**config.mk**
```make
export PLATFORM = sky130hd
export DESIGN_NAME = lsu_ctrl_flat
export DESIGN_NICKNAME = d
export VERILOG_FILES = /design/src/rtl/lsu_ctrl_pkg.sv /design/src/rtl/lsu_ctrl_if.sv /design/src/rtl/lsu_lane_unit.sv /design/src/rtl/lsu_ctrl.sv /design/src/flat_wrapper.sv
export SDC_FILE = /design/constraint.sdc
export NUM_CORES = 1
export LEC_CHECK = 0
export CORE_AREA = 2 2 164 86
export DETAILED_ROUTE_END_ITERATION = 10
export DIE_AREA = 0 0 166 88
export PLACE_DENSITY_LB_ADDON = 0.25
export REMOVE_ABC_BUFFERS = 1
export SLEW_MARGIN = 25
export SYNTH_ARGS = -nofsm -noshare
export SYNTH_HDL_FRONTEND = slang
export SYNTH_SLANG_ARGS = --single-unit
```
**constraint.sdc**
```tcl
create_clock -name clk -period 4.35 [get_ports clk]
set_input_delay 0.6525 -clock clk [delete_from_list [all_inputs] [get_ports clk]]
set_output_delay 0.6525 -clock clk [all_outputs]
set_load 0.005 [all_outputs]
```
**src/rtl/lsu_ctrl_pkg.sv**
```systemverilog
// Shared constants, FSM state encoding and request-decode helpers for the load/store sequencer.
package lsu_ctrl_pkg;

    localparam int MEM_ADDR_WIDTH = 8;
    localparam int WORD_WIDTH     = 32;

    localparam logic [2:0] FUNCT3_LB  = 3'b000;
    localparam logic [2:0] FUNCT3_LH  = 3'b001;
    localparam logic [2:0] FUNCT3_LW  = 3'b010;
    localparam logic [2:0] FUNCT3_LBU = 3'b100;
    localparam logic [2:0] FUNCT3_LHU = 3'b101;
    localparam logic [2:0] FUNCT3_SB  = 3'b000;
    localparam logic [2:0] FUNCT3_SH  = 3'b001;
    localparam logic [2:0] FUNCT3_SW  = 3'b010;

    typedef enum logic [2:0] {
        LSU_ST_IDLE   = 3'd0,
        LSU_ST_LOAD   = 3'd1,
        LSU_ST_RMW_RD = 3'd2,
        LSU_ST_WRITE  = 3'd3,
        LSU_ST_ERR    = 3'd4,
        LSU_ST_RESP   = 3'd5
    } lsu_state_e;

    function automatic logic funct3_legal(input logic we, input logic [2:0] funct3);
        logic legal;
        if (we) begin
            legal = (funct3 == FUNCT3_SB) || (funct3 == FUNCT3_SH) || (funct3 == FUNCT3_SW);
        end else begin
            legal = (funct3 != 3'b011) && (funct3 != 3'b110) && (funct3 != 3'b111);
        end
        return legal;
    endfunction

    function automatic logic is_misaligned(input logic [2:0] funct3, input logic [1:0] lane);
        logic mis;
        case (funct3[1:0])
            2'b01:   mis = lane[0];
            2'b10:   mis = (lane != 2'b00);
            default: mis = 1'b0;
        endcase
        return mis;
    endfunction

    // Halfword and word accesses ignore the low address bits they cannot use.
    function automatic logic [1:0] align_lane(input logic [2:0] funct3, input logic [1:0] lane);
        logic [1:0] aligned;
        case (funct3[1:0])
            2'b00:   aligned = lane;
            2'b01:   aligned = {lane[1], 1'b0};
            default: aligned = 2'b00;
        endcase
        return aligned;
    endfunction

endpackage

```
**src/rtl/lsu_ctrl_if.sv**
```systemverilog
// Request, response and data-memory bus of the load/store sequencer.
interface lsu_ctrl_if #(
    parameter int ADDR_WIDTH = lsu_ctrl_pkg::MEM_ADDR_WIDTH
);
    logic                    req_valid;
    logic                    req_ready;
    logic                    req_we;
    logic [2:0]              req_funct3;
    logic [ADDR_WIDTH+1:0]   req_addr;
    logic [31:0]             req_wdata;
    logic                    rsp_valid;
    logic                    rsp_ready;
    logic [31:0]             rsp_rdata;
    logic                    rsp_err;
    logic                    mem_wen;
    logic [2:0]              mem_type;
    logic [ADDR_WIDTH-1:0]   mem_addr;
    logic [31:0]             mem_wd;
    logic [31:0]             mem_rd;

    modport slave (
        input  req_valid, req_we, req_funct3, req_addr, req_wdata, rsp_ready, mem_rd,
        output req_ready, rsp_valid, rsp_rdata, rsp_err, mem_wen, mem_type, mem_addr, mem_wd
    );

    modport master (
        output req_valid, req_we, req_funct3, req_addr, req_wdata, rsp_ready, mem_rd,
        input  req_ready, rsp_valid, rsp_rdata, rsp_err, mem_wen, mem_type, mem_addr, mem_wd
    );
endinterface

```
**src/rtl/lsu_lane_unit.sv**
```systemverilog
// Combinational lane logic: load extract/extend and SB/SH merge into a captured word.
module lsu_lane_unit
    import lsu_ctrl_pkg::*;
(
    input  logic [2:0]  i_funct3,
    input  logic [1:0]  i_lane,
    input  logic [31:0] i_word,
    input  logic [31:0] i_wdata,
    output logic [31:0] o_load_data,
    output logic [31:0] o_merge_data
);
    logic [7:0]  w_byte;
    logic [15:0] w_half;

    assign w_byte = i_word[{i_lane, 3'b000} +: 8];
    assign w_half = i_lane[1] ? i_word[31:16] : i_word[15:0];

    // Extend the selected lane according to the load type.
    always_comb begin
        case (i_funct3)
            FUNCT3_LB:  o_load_data = {{24{w_byte[7]}}, w_byte};
            FUNCT3_LBU: o_load_data = {24'd0, w_byte};
            FUNCT3_LH:  o_load_data = {{16{w_half[15]}}, w_half};
            FUNCT3_LHU: o_load_data = {16'd0, w_half};
            FUNCT3_LW:  o_load_data = i_word;
            default:    o_load_data = 32'd0;
        endcase
    end

    // Overwrite only the addressed lane; a full-word store replaces everything.
    always_comb begin
        o_merge_data = i_word;
        case (i_funct3[1:0])
            2'b00:   o_merge_data[{i_lane, 3'b000} +: 8]   = i_wdata[7:0];
            2'b01:   o_merge_data[{i_lane[1], 4'b0000} +: 16] = i_wdata[15:0];
            default: o_merge_data = i_wdata;
        endcase
    end
endmodule

```
**src/rtl/lsu_ctrl.sv**
```systemverilog
// Load/store sequencer: byte-addressed requests become full-word reads, writes or read-modify-writes.
// Macro LSU_ALIGN_CHECK_EN: misaligned H/W accesses return an error instead of being aligned down.
module lsu_ctrl #(
    parameter int ADDR_WIDTH = lsu_ctrl_pkg::MEM_ADDR_WIDTH,
    parameter int WORD_WIDTH = lsu_ctrl_pkg::WORD_WIDTH
)(
    input  logic      clk,
    input  logic      rst,
    lsu_ctrl_if.slave bus
);
    import lsu_ctrl_pkg::*;

    lsu_state_e              r_state;
    lsu_state_e              w_next;
    logic [2:0]              r_funct3;
    logic [1:0]              r_lane;
    logic [ADDR_WIDTH-1:0]   r_addr;
    logic [WORD_WIDTH-1:0]   r_wdata;
    logic [WORD_WIDTH-1:0]   r_wd;
    logic [WORD_WIDTH-1:0]   r_rdata;
    logic                    r_valid;
    logic                    r_err;
    logic                    w_accept;
    logic                    w_bad;
    logic [WORD_WIDTH-1:0]   w_load_data;
    logic [WORD_WIDTH-1:0]   w_merge_data;

    assign bus.req_ready = (r_state == LSU_ST_IDLE) & ~rst;
    assign w_accept      = bus.req_valid & bus.req_ready;
    assign bus.mem_wen   = (r_state == LSU_ST_WRITE);
    assign bus.mem_type  = bus.mem_wen ? FUNCT3_SW : FUNCT3_LW;
    assign bus.mem_addr  = r_addr;
    assign bus.mem_wd    = r_wd;
    assign bus.rsp_valid = r_valid;
    assign bus.rsp_err   = r_err;
    assign bus.rsp_rdata = r_rdata;

    // Decide whether an incoming request must be answered with an error.
    always_comb begin
`ifdef LSU_ALIGN_CHECK_EN
        w_bad = ~funct3_legal(bus.req_we, bus.req_funct3)
              | is_misaligned(bus.req_funct3, bus.req_addr[1:0]);
`else
        w_bad = ~funct3_legal(bus.req_we, bus.req_funct3);
`endif
    end

    lsu_lane_unit u_lane (
        .i_funct3     (r_funct3),
        .i_lane       (r_lane),
        .i_word       (bus.mem_rd),
        .i_wdata      (r_wdata),
        .o_load_data  (w_load_data),
        .o_merge_data (w_merge_data)
    );

    // FSM state register.
    always_ff @(posedge clk or posedge rst) begin
        if (rst) begin
            r_state <= LSU_ST_IDLE;
        end else begin
            r_state <= w_next;
        end
    end

    // FSM next-state decode.
    always_comb begin
        w_next = r_state;
        case (r_state)
            LSU_ST_IDLE: begin
                if (w_accept) begin
                    if (w_bad) begin
                        w_next = LSU_ST_ERR;
                    end else if (!bus.req_we) begin
                        w_next = LSU_ST_LOAD;
                    end else if (bus.req_funct3[1:0] == 2'b10) begin
                        w_next = LSU_ST_WRITE;
                    end else begin
                        w_next = LSU_ST_RMW_RD;
                    end
                end else begin
                    w_next = LSU_ST_IDLE;
                end
            end
            LSU_ST_LOAD:   w_next = LSU_ST_RESP;
            LSU_ST_RMW_RD: w_next = LSU_ST_WRITE;
            LSU_ST_WRITE:  w_next = LSU_ST_RESP;
            LSU_ST_ERR:    w_next = LSU_ST_RESP;
            LSU_ST_RESP: begin
                if (bus.rsp_ready) begin
                    w_next = LSU_ST_IDLE;
                end else begin
                    w_next = LSU_ST_RESP;
                end
            end
            default:       w_next = LSU_ST_IDLE;
        endcase
    end

    // Request capture, merge register and registered response.
    always_ff @(posedge clk or posedge rst) begin
        if (rst) begin
            r_funct3 <= 3'd0;
            r_lane   <= 2'd0;
            r_addr   <= '0;
            r_wdata  <= '0;
            r_wd     <= '0;
            r_rdata  <= '0;
            r_valid  <= 1'b0;
            r_err    <= 1'b0;
        end else begin
            if (w_accept) begin
                r_funct3 <= bus.req_funct3;
                r_lane   <= align_lane(bus.req_funct3, bus.req_addr[1:0]);
                r_addr   <= bus.req_addr[ADDR_WIDTH+1:2];
                r_wdata  <= bus.req_wdata;
                r_wd     <= bus.req_wdata;
            end
            case (r_state)
                LSU_ST_LOAD: begin
                    r_rdata <= w_load_data;
                    r_err   <= 1'b0;
                    r_valid <= 1'b1;
                end
                LSU_ST_RMW_RD: begin
                    r_wd <= w_merge_data;
                end
                LSU_ST_WRITE: begin
                    r_rdata <= '0;
                    r_err   <= 1'b0;
                    r_valid <= 1'b1;
                end
                LSU_ST_ERR: begin
                    r_rdata <= '0;
                    r_err   <= 1'b1;
                    r_valid <= 1'b1;
                end
                LSU_ST_RESP: begin
                    if (bus.rsp_ready) begin
                        r_valid <= 1'b0;
                        r_err   <= 1'b0;
                    end
                end
                default: begin
                    r_valid <= r_valid;
                end
            endcase
        end
    end
endmodule

```
**src/flat_wrapper.sv**
```systemverilog
// flat-port wrapper written by rule: the top's interface ports become plain ports
module lsu_ctrl_flat import lsu_ctrl_pkg::*;
#(
    parameter int ADDR_WIDTH = lsu_ctrl_pkg::MEM_ADDR_WIDTH,
    parameter int WORD_WIDTH = lsu_ctrl_pkg::WORD_WIDTH
)
  (clk, rst, bus_req_valid, bus_req_we, bus_req_funct3, bus_req_addr, bus_req_wdata, bus_rsp_ready, bus_mem_rd, bus_req_ready, bus_rsp_valid, bus_rsp_rdata, bus_rsp_err, bus_mem_wen, bus_mem_type, bus_mem_addr, bus_mem_wd);
  lsu_ctrl_if #(.ADDR_WIDTH(ADDR_WIDTH)) bus_i ();
  input  logic clk;
  input  logic rst;
  input wire logic [$bits(bus_i.req_valid)-1:0] bus_req_valid;
  input wire logic [$bits(bus_i.req_we)-1:0] bus_req_we;
  input wire logic [$bits(bus_i.req_funct3)-1:0] bus_req_funct3;
  input wire logic [$bits(bus_i.req_addr)-1:0] bus_req_addr;
  input wire logic [$bits(bus_i.req_wdata)-1:0] bus_req_wdata;
  input wire logic [$bits(bus_i.rsp_ready)-1:0] bus_rsp_ready;
  input wire logic [$bits(bus_i.mem_rd)-1:0] bus_mem_rd;
  output wire logic [$bits(bus_i.req_ready)-1:0] bus_req_ready;
  output wire logic [$bits(bus_i.rsp_valid)-1:0] bus_rsp_valid;
  output wire logic [$bits(bus_i.rsp_rdata)-1:0] bus_rsp_rdata;
  output wire logic [$bits(bus_i.rsp_err)-1:0] bus_rsp_err;
  output wire logic [$bits(bus_i.mem_wen)-1:0] bus_mem_wen;
  output wire logic [$bits(bus_i.mem_type)-1:0] bus_mem_type;
  output wire logic [$bits(bus_i.mem_addr)-1:0] bus_mem_addr;
  output wire logic [$bits(bus_i.mem_wd)-1:0] bus_mem_wd;
  assign bus_i.req_valid = bus_req_valid;
  assign bus_i.req_we = bus_req_we;
  assign bus_i.req_funct3 = bus_req_funct3;
  assign bus_i.req_addr = bus_req_addr;
  assign bus_i.req_wdata = bus_req_wdata;
  assign bus_i.rsp_ready = bus_rsp_ready;
  assign bus_i.mem_rd = bus_mem_rd;
  assign bus_req_ready = bus_i.req_ready;
  assign bus_rsp_valid = bus_i.rsp_valid;
  assign bus_rsp_rdata = bus_i.rsp_rdata;
  assign bus_rsp_err = bus_i.rsp_err;
  assign bus_mem_wen = bus_i.mem_wen;
  assign bus_mem_type = bus_i.mem_type;
  assign bus_mem_addr = bus_i.mem_addr;
  assign bus_mem_wd = bus_i.mem_wd;
  lsu_ctrl #(.ADDR_WIDTH(ADDR_WIDTH), .WORD_WIDTH(WORD_WIDTH)) u_core (.clk(clk), .rst(rst), .bus(bus_i));
endmodule
```
==> summary.md, run 1 <==
| Metric | Value |
|---|---|
| Outcome | `completed` |
| Gate Count Post-Synth | `587` |
| # hold bufs at CTS | `0` |
| Clock buffer depth | `2` |
| Full die area | `14610 um2` |
| Post-DR wirelength/cell | `22.09 um` |
| Startpoint types | `flip-flop` |
| Max-slew violations | `0` |
| Worst hold-check path type | `flip-flop to flip-flop` |
| Commonest non-fill, non-tap cell in the layout | `clkdlybuf4s50_1` |
| Sequential share of the synthesized area | `0.4920` |
| FF+latch area | `2853 um2` |
| R2r setup slk | `1610 ps` |
| Placed Cells | `slightly below 900` |
| Final Hold Fails | `0` |
| R2R depth | `4` |
| Final wirelength | `20190 um` |
| Clock Tree Root | `clkbuf_16` |
| Port Buffers | `157` |
| DP HPWL | `14270 um` |
| I/O pin count | `approximately 160` |
| GP Congestion | `between 0.9 and 1` |
| Worst-path maximum fanout | `26` |
| Maximum vdd drop | `about 0.00030 V` |
| Antenna cells | `0` |
| Leak | `3.516 nW` |
| Fin Hold WS | `between 400 and 500 ps` |
| Fill count | `1067` |
| Pwr per Cell Area | `736.6 nW/um2` |
| Vias/cell | `just over 6` |
| Critical path class | `flip-flop to flip-flop` |
| Ys flop type | `dfrtp_1` |
| GRT overflow | `0` |
| Final setup vio count | `0` |
| Final WS setup | `around 1600 ps` |
| Row count | `30` |
| H-tree depth | `4` |
| Setup crit end kind | `flip-flop` |
| Critical path required time | `4700 ps` |
| Cell variety after synth | `58` |
| Cell Chain, Critical Path | `o21ai_1 -> nand3_1 -> nor2_2 -> a221o_2` |
| Fin cells | `roughly 910` |
| First-pass GRT wire length | `31540 um` |
| Share of cells above drive strength 1 | `0.1192` |
| Initial antenna violation count | `0` |
| Commonest cells after routing, fill and taps aside | `157 x clkdlybuf4s50_1, 150 x nand2_1, 114 x dfrtp_1` |
| Syn avg cell area | `9.877 um2` |
| Total number of vias | `5649` |
| Gr usage total | `0.2839` |
| Worst-Skew Late Latency | `410 ps` |
| CTS sink cnt | `114` |
| Antenna-violating nets left | `0` |
| Seq cells post-synth | `114` |
| Post-CTS Setup Bufs | `0` |
| Max-slew headroom | `0.3284` |
| Mapped Area | `5798 um2` |
| Hold EP | `u_core.r_wdata[24]` |
| Core area | `13180 um2` |
| DP Worst Slack | `1245 ps` |
| Die Wd | `166 um` |
| 1st-iter DRT viols | `982` |
| Peak Freq | `365.2 MHz` |
| Worst-Margin Slew | `1007 ps` |
| Hold_sp | `u_core.r_wdata[24]` |
| Starting Density | `0.4401` |
| R2r endpoint | `u_core.bus.rsp_rdata[19]` |
| Largest net degree at the start of global routing | `59` |
| Cts bufs inserted | `17` |
| Setup_tns | `0 ps` |
| CP Data Arrival Time | `3090 ps` |
| Vias in the first global route | `5534` |
| Die Y-Extent | `88 um` |
| Crit-path slowest cell | `nor2_2` |
| Synth async-reset ratio | `1.000` |
| Worst hold stages | `2` |
| Nets | `812` |
| Drt drc | `0` |
| First-pass DRT Iterations | `6` |
| Resize count post-CTS | `0` |
| EDFF count, synth | `0` |
| Launching point of the worst reg2reg path | `u_core.r_funct3[0]` |
| CTS tree | `yes` |
| Clock slew at reported path FFs | `about 60 ps` |
| Max_cap viols | `0` |
| Footprint of the multi-input gates | `~2700 um2` |
| Min cycle time layout | `2738 ps` |
| Clk_skew | `9.459 ps` |
| Unrepaired setup endpoints after global routing | `false` |
| Crit-path max cell delay | `800 ps` |
| Period Utilization, post-route | `0.6295` |
| Syn-to-layout area delta | `39.32%` |
| Yosys Warn Count | `0` |
## flip-flops by register name, summed over array words and instances (netlist names)
register and count:
u_core.r_state 3, u_core.bus.rsp_valid 1, u_core.r_funct3 3, u_core.r_lane 2, u_core.r_wdata 32, u_core.bus.mem_addr 8
u_core.bus.rsp_rdata 32, u_core.bus.mem_wd 32, u_core.bus.rsp_err 1
## power by group
group	internal, mW	switching [mW]	total [mW]
Combinational	1.22	1.24	2.46
Clock	1.01	0.516	1.53
Sequential	1.52	0.446	1.96
Total	3.75	2.20	5.95
## stage by stage
step | power (mW) | instance area (um2) | utilization
final | 5.950 | 8078 | 0.6131
after global routing | 6.275 | 8078 | 0.6131
after CTS | 5.910 | 8070 | 0.6125
after detailed placement | 4.361 | 7430 | 0.5639
after global placement | 4.279 | 7430 | 0.5639
after floorplan | 3.116 | 5543 | -
## cell type report
cell class	instances	area share
clock inverters	14	0.02618
well taps	176	0.02726
multi-input cells	418	0.3313
flip-flops and latches	114	0.3532
inverters	7	0.003563
clock buffers	18	0.05313
repair buffers	167	0.2054
## cells by family (layout without fill, tap and decap cells)
logic type,count (synthesis),in the layout,share of synthesized area
compound gates,169,169,0.2262
fa+ha+maj,5,5,0.01079
simple gates,216,216,0.1731
other cells,2,3,0.001295
buf+inv,56,206,0.04920
flops,114,114,0.4920
mux,25,25,0.04748
## per-layer routing
| metal | vias to the layer above | track usage | share of wire |
|---|---|---|---|
| met2 | 403 | 0.4168 | 0.42 |
| met1 | 2764 | 0.4146 | 0.45 |
| met5 | - | 0 | 0 |
| met4 | 0 | 0.07115 | 0.012 |
| met3 | 30 | 0.08224 | 0.12 |
| li1 | 2452 | - | - |
## synthesized netlist by cell type, drive strengths merged (3+ instances only)
cell,number,area share
a21oi,13,0.011
a221o,25,0.045
a221oi,15,0.023
a222oi,16,0.028
a22o,3,0.0045
a22oi,13,0.017
a31oi,6,0.0065
a32o,7,0.012
a32oi,7,0.011
and3,5,0.0054
buf,32,0.034
clkbuf,17,0.011
dfrtp,114,0.49
ha,5,0.011
inv,7,0.0045
mux2,20,0.039
mux2i,5,0.0086
nand2,151,0.098
nand2b,3,0.0032
nand3,19,0.016
nand3b,3,0.0039
nor2,11,0.0076
nor2b,8,0.0086
nor3,5,0.0080
o211ai,9,0.012
o21ai,41,0.036
## worst max path at each step
| stage | slack (ps) | start | to |
|---|---|---|---|
| after floorplan | 680 | rst | u_core.bus.mem_addr[0] |
| after global placement | 1330 | rst | u_core.bus.mem_wd[14] |
| after detailed placement | 1240 | rst | u_core.bus.mem_wd[30] |
| after CTS | 1670 | rst | bus_req_ready |
| after global routing | 1510 | rst | u_core.bus.mem_wd[30] |
| final | 1610 | u_core.r_funct3[0] | u_core.bus.rsp_rdata[19] |
## worst max-delay path: cells and delay by family (launching register included)
kind	cells	cell delay, ps
flip-flops	1	750
AND/OR/NAND/NOR	2	1280
AO/OA/AOI/OAI	2	640
(Power assumes the default switching activity.)
==> run 2: changes to the inputs <==
==> constraint.sdc (replaced) <==
create_clock -name clk -period 2.6 [get_ports clk]
set_input_delay 0.39 -clock clk [delete_from_list [all_inputs] [get_ports clk]]
set_output_delay 0.39 -clock clk [all_outputs]
set_load 0.005 [all_outputs]
==> run 2 against run 1 <==
Effect of this change: routed wire length grew 3.1%; critical path type unchanged; highest routed layer unchanged; critical path depth grew 2; sequential power grew 68%.
==> summary.md, run 2 (synthesized netlist as in run 1, its figures left out) <==
| Metric | Value |
|---|---|
| Outcome | `completed` |
| Starting Density | `0.4401` |
| Worst hold-check path type | `input port to async pin` |
| Cell Chain, Critical Path | `inv_1 -> ha_1 -> nand3b_1 -> o22ai_1 -> a222oi_1 -> o21ai_0` |
| Syn-to-layout area delta | `41.22%` |
| Setup crit end kind | `flip-flop` |
| Crit-path max cell delay | `660 ps` |
| Clock slew at reported path FFs | `60 ps` |
| Final Hold Fails | `0` |
| Antenna cells | `0` |
| Drt drc | `0` |
| CP Data Arrival Time | `2650 ps` |
| Total number of vias | `~5800` |
| Initial antenna violation count | `0` |
| DP Worst Slack | `252.8 ps` |
| Worst-Margin Slew | `855.8 ps` |
| GRT overflow | `0` |
| R2R depth | `6` |
| Final WS setup | `265.3 ps` |
| Die Wd | `166 um` |
| Final setup vio count | `0` |
| Post-CTS Setup Bufs | `0` |
| CTS sink cnt | `between 100 and 150` |
| Leak | `about 3.6 nW` |
| Gr usage total | `0.2899` |
| Max-slew headroom | `0.4295` |
| Full die area | `14610 um2` |
| Pwr per Cell Area | `1225 nW/um2` |
| Peak Freq | `roughly 430 MHz` |
| Core area | `approximately 13000 um2` |
| DP HPWL | `14990 um` |
| CP bufs+invs | `1` |
| Port Buffers | `157` |
| Clock buffer depth | `2` |
| Post-DR wirelength/cell | `approximately 22 um` |
| # hold bufs at CTS | `0` |
| I/O pin count | `around 160` |
| Final Power | `approximately 10 mW` |
| Critical path required time | `about 2900 ps` |
| Crit-path slowest cell | `o22ai_1` |
| Worst Setup SP | `u_core.r_lane[0]` |
| Max_cap viols | `0` |
| Commonest non-fill, non-tap cell in the layout | `clkdlybuf4s50_1` |
| Unrepaired setup endpoints after global routing | `false` |
| Worst-path maximum fanout | `8` |
| Clock Tree Root | `clkbuf_16` |
| First-pass DRT Iterations | `7` |
| Period Utilization, post-route | `0.8980` |
| Resize count post-CTS | `0` |
| Clk_skew | `roughly 7.5 ps` |
| Critical path class | `flip-flop to flip-flop` |
| Launching point of the worst reg2reg path | `u_core.r_lane[0]` |
| 1st-iter DRT viols | `742` |
| Maximum vdd drop | `0.0005168 V` |
| Crit path to | `u_core.bus.mem_wd[19]` |
| Worst-Skew Late Latency | `roughly 400 ps` |
| Vias in the first global route | `5578` |
| H-tree depth | `4` |
| Die Y-Extent | `88 um` |
| Cts bufs inserted | `17` |
| Commonest cells after routing, fill and taps aside | `157 x clkdlybuf4s50_1, 150 x nand2_1, 114 x dfrtp_1` |
| R2r setup slk | `270 ps` |
| Min cycle time layout | `2335 ps` |
| Vias/cell | `6.197` |
| Startpoint types | `flip-flop` |
| R2r endpoint | `u_core.bus.mem_wd[19]` |
| Nets | `just over 800` |
| Share of cells above drive strength 1 | `0.1370` |
| Max-slew violations | `0` |
| Fill count | `1017` |
| Largest net degree at the start of global routing | `38` |
| Antenna-violating nets left | `0` |
| CTS tree | `yes` |
| Crit path max-delay family | `compound AO/OA/AOI/OAI gates` |
| First-pass GRT wire length | `31850 um` |
| Final wirelength | `20820 um` |
| Crit path depth | `6` |
| Row count | `30` |
| GP Congestion | `0.9695` |
[run 2: changes by cell type in the layout (fill, tap and decap cells not counted), moves of 2 or more]
cell | before | now
clkinv_2 | 4 | 1
buf_4 | 9 | 22
inv_6 | 1 | 3
clkinv_4 | 2 | 4
[run 2: final cells by class]
class                      count  area [um2]  area share
clock buffer                  18       439.2     0.05364
clock inverter                14       201.4     0.02460
inverter                       7       28.78    0.003515
multi-input combinational    418        2669      0.3259
sequential                   114        2853      0.3484
tap                          176       220.2     0.02689
timing repair buffer         181        1777      0.2170
[run 2: per-layer routing]
metal	wire length [um]	vias up	GRT usage
li1	-	2482	-
met1	9012	2827	0.4121
met2	8708	409	0.4198
met3	2775	33	0.09761
met4	321	0	0.09091
met5	0	-	0
[run 2: worst min path at each step]
stage / start / endpoint / slack (ps) / depth (start not counted)
after floorplan: u_core.r_wdata[16] / u_core.r_wdata[16] / 450 / 2
after global placement: u_core.bus.mem_addr[2] / u_core.bus.mem_addr[2] / 460 / 2
after detailed placement: u_core.r_wdata[18] / u_core.r_wdata[18] / 470 / 2
after CTS: rst / u_core.r_wdata[10] / 470 / 2
after global routing: rst / u_core.r_wdata[5] / 510 / 2
final: rst / u_core.bus.rsp_rdata[12] / 460 / 2
[run 2: where the power goes]
part	internal, mW	switching [mW]
clock	1.64	0.897
sequential	2.54	0.745
combinational	2.09	2.11
[run 2: stage by stage]
| stage | util | cell area [um2] | hold slack [ps] | std cells | TNS (ps) |
|---|---|---|---|---|---|
| 2_1_floorplan | - | 5543 | 445.3 | 539 | -91850 |
| 3_3_place_gp | 0.5728 | 7547 | 456.1 | 896 | 0 |
| 3_5_place_dp | 0.5728 | 7547 | 468.7 | 896 | 0 |
| 4_1_cts | 0.6215 | 8188 | 473.7 | 928 | 0 |
| 5_1_grt | 0.6215 | 8188 | 509.6 | 928 | 0 |
| 6_report | 0.6215 | 8188 | 458.8 | 928 | 0 |
[run 2: worst register-to-register path, delay by kind of cell (launching register included)]
family	cells	cell delay (ps)
AND/OR/NAND/NOR	1	90
flip-flops	1	510
buffers and inverters	1	210
adder cells (fa/ha/maj)	1	380
AO/OA/AOI/OAI	3	1060
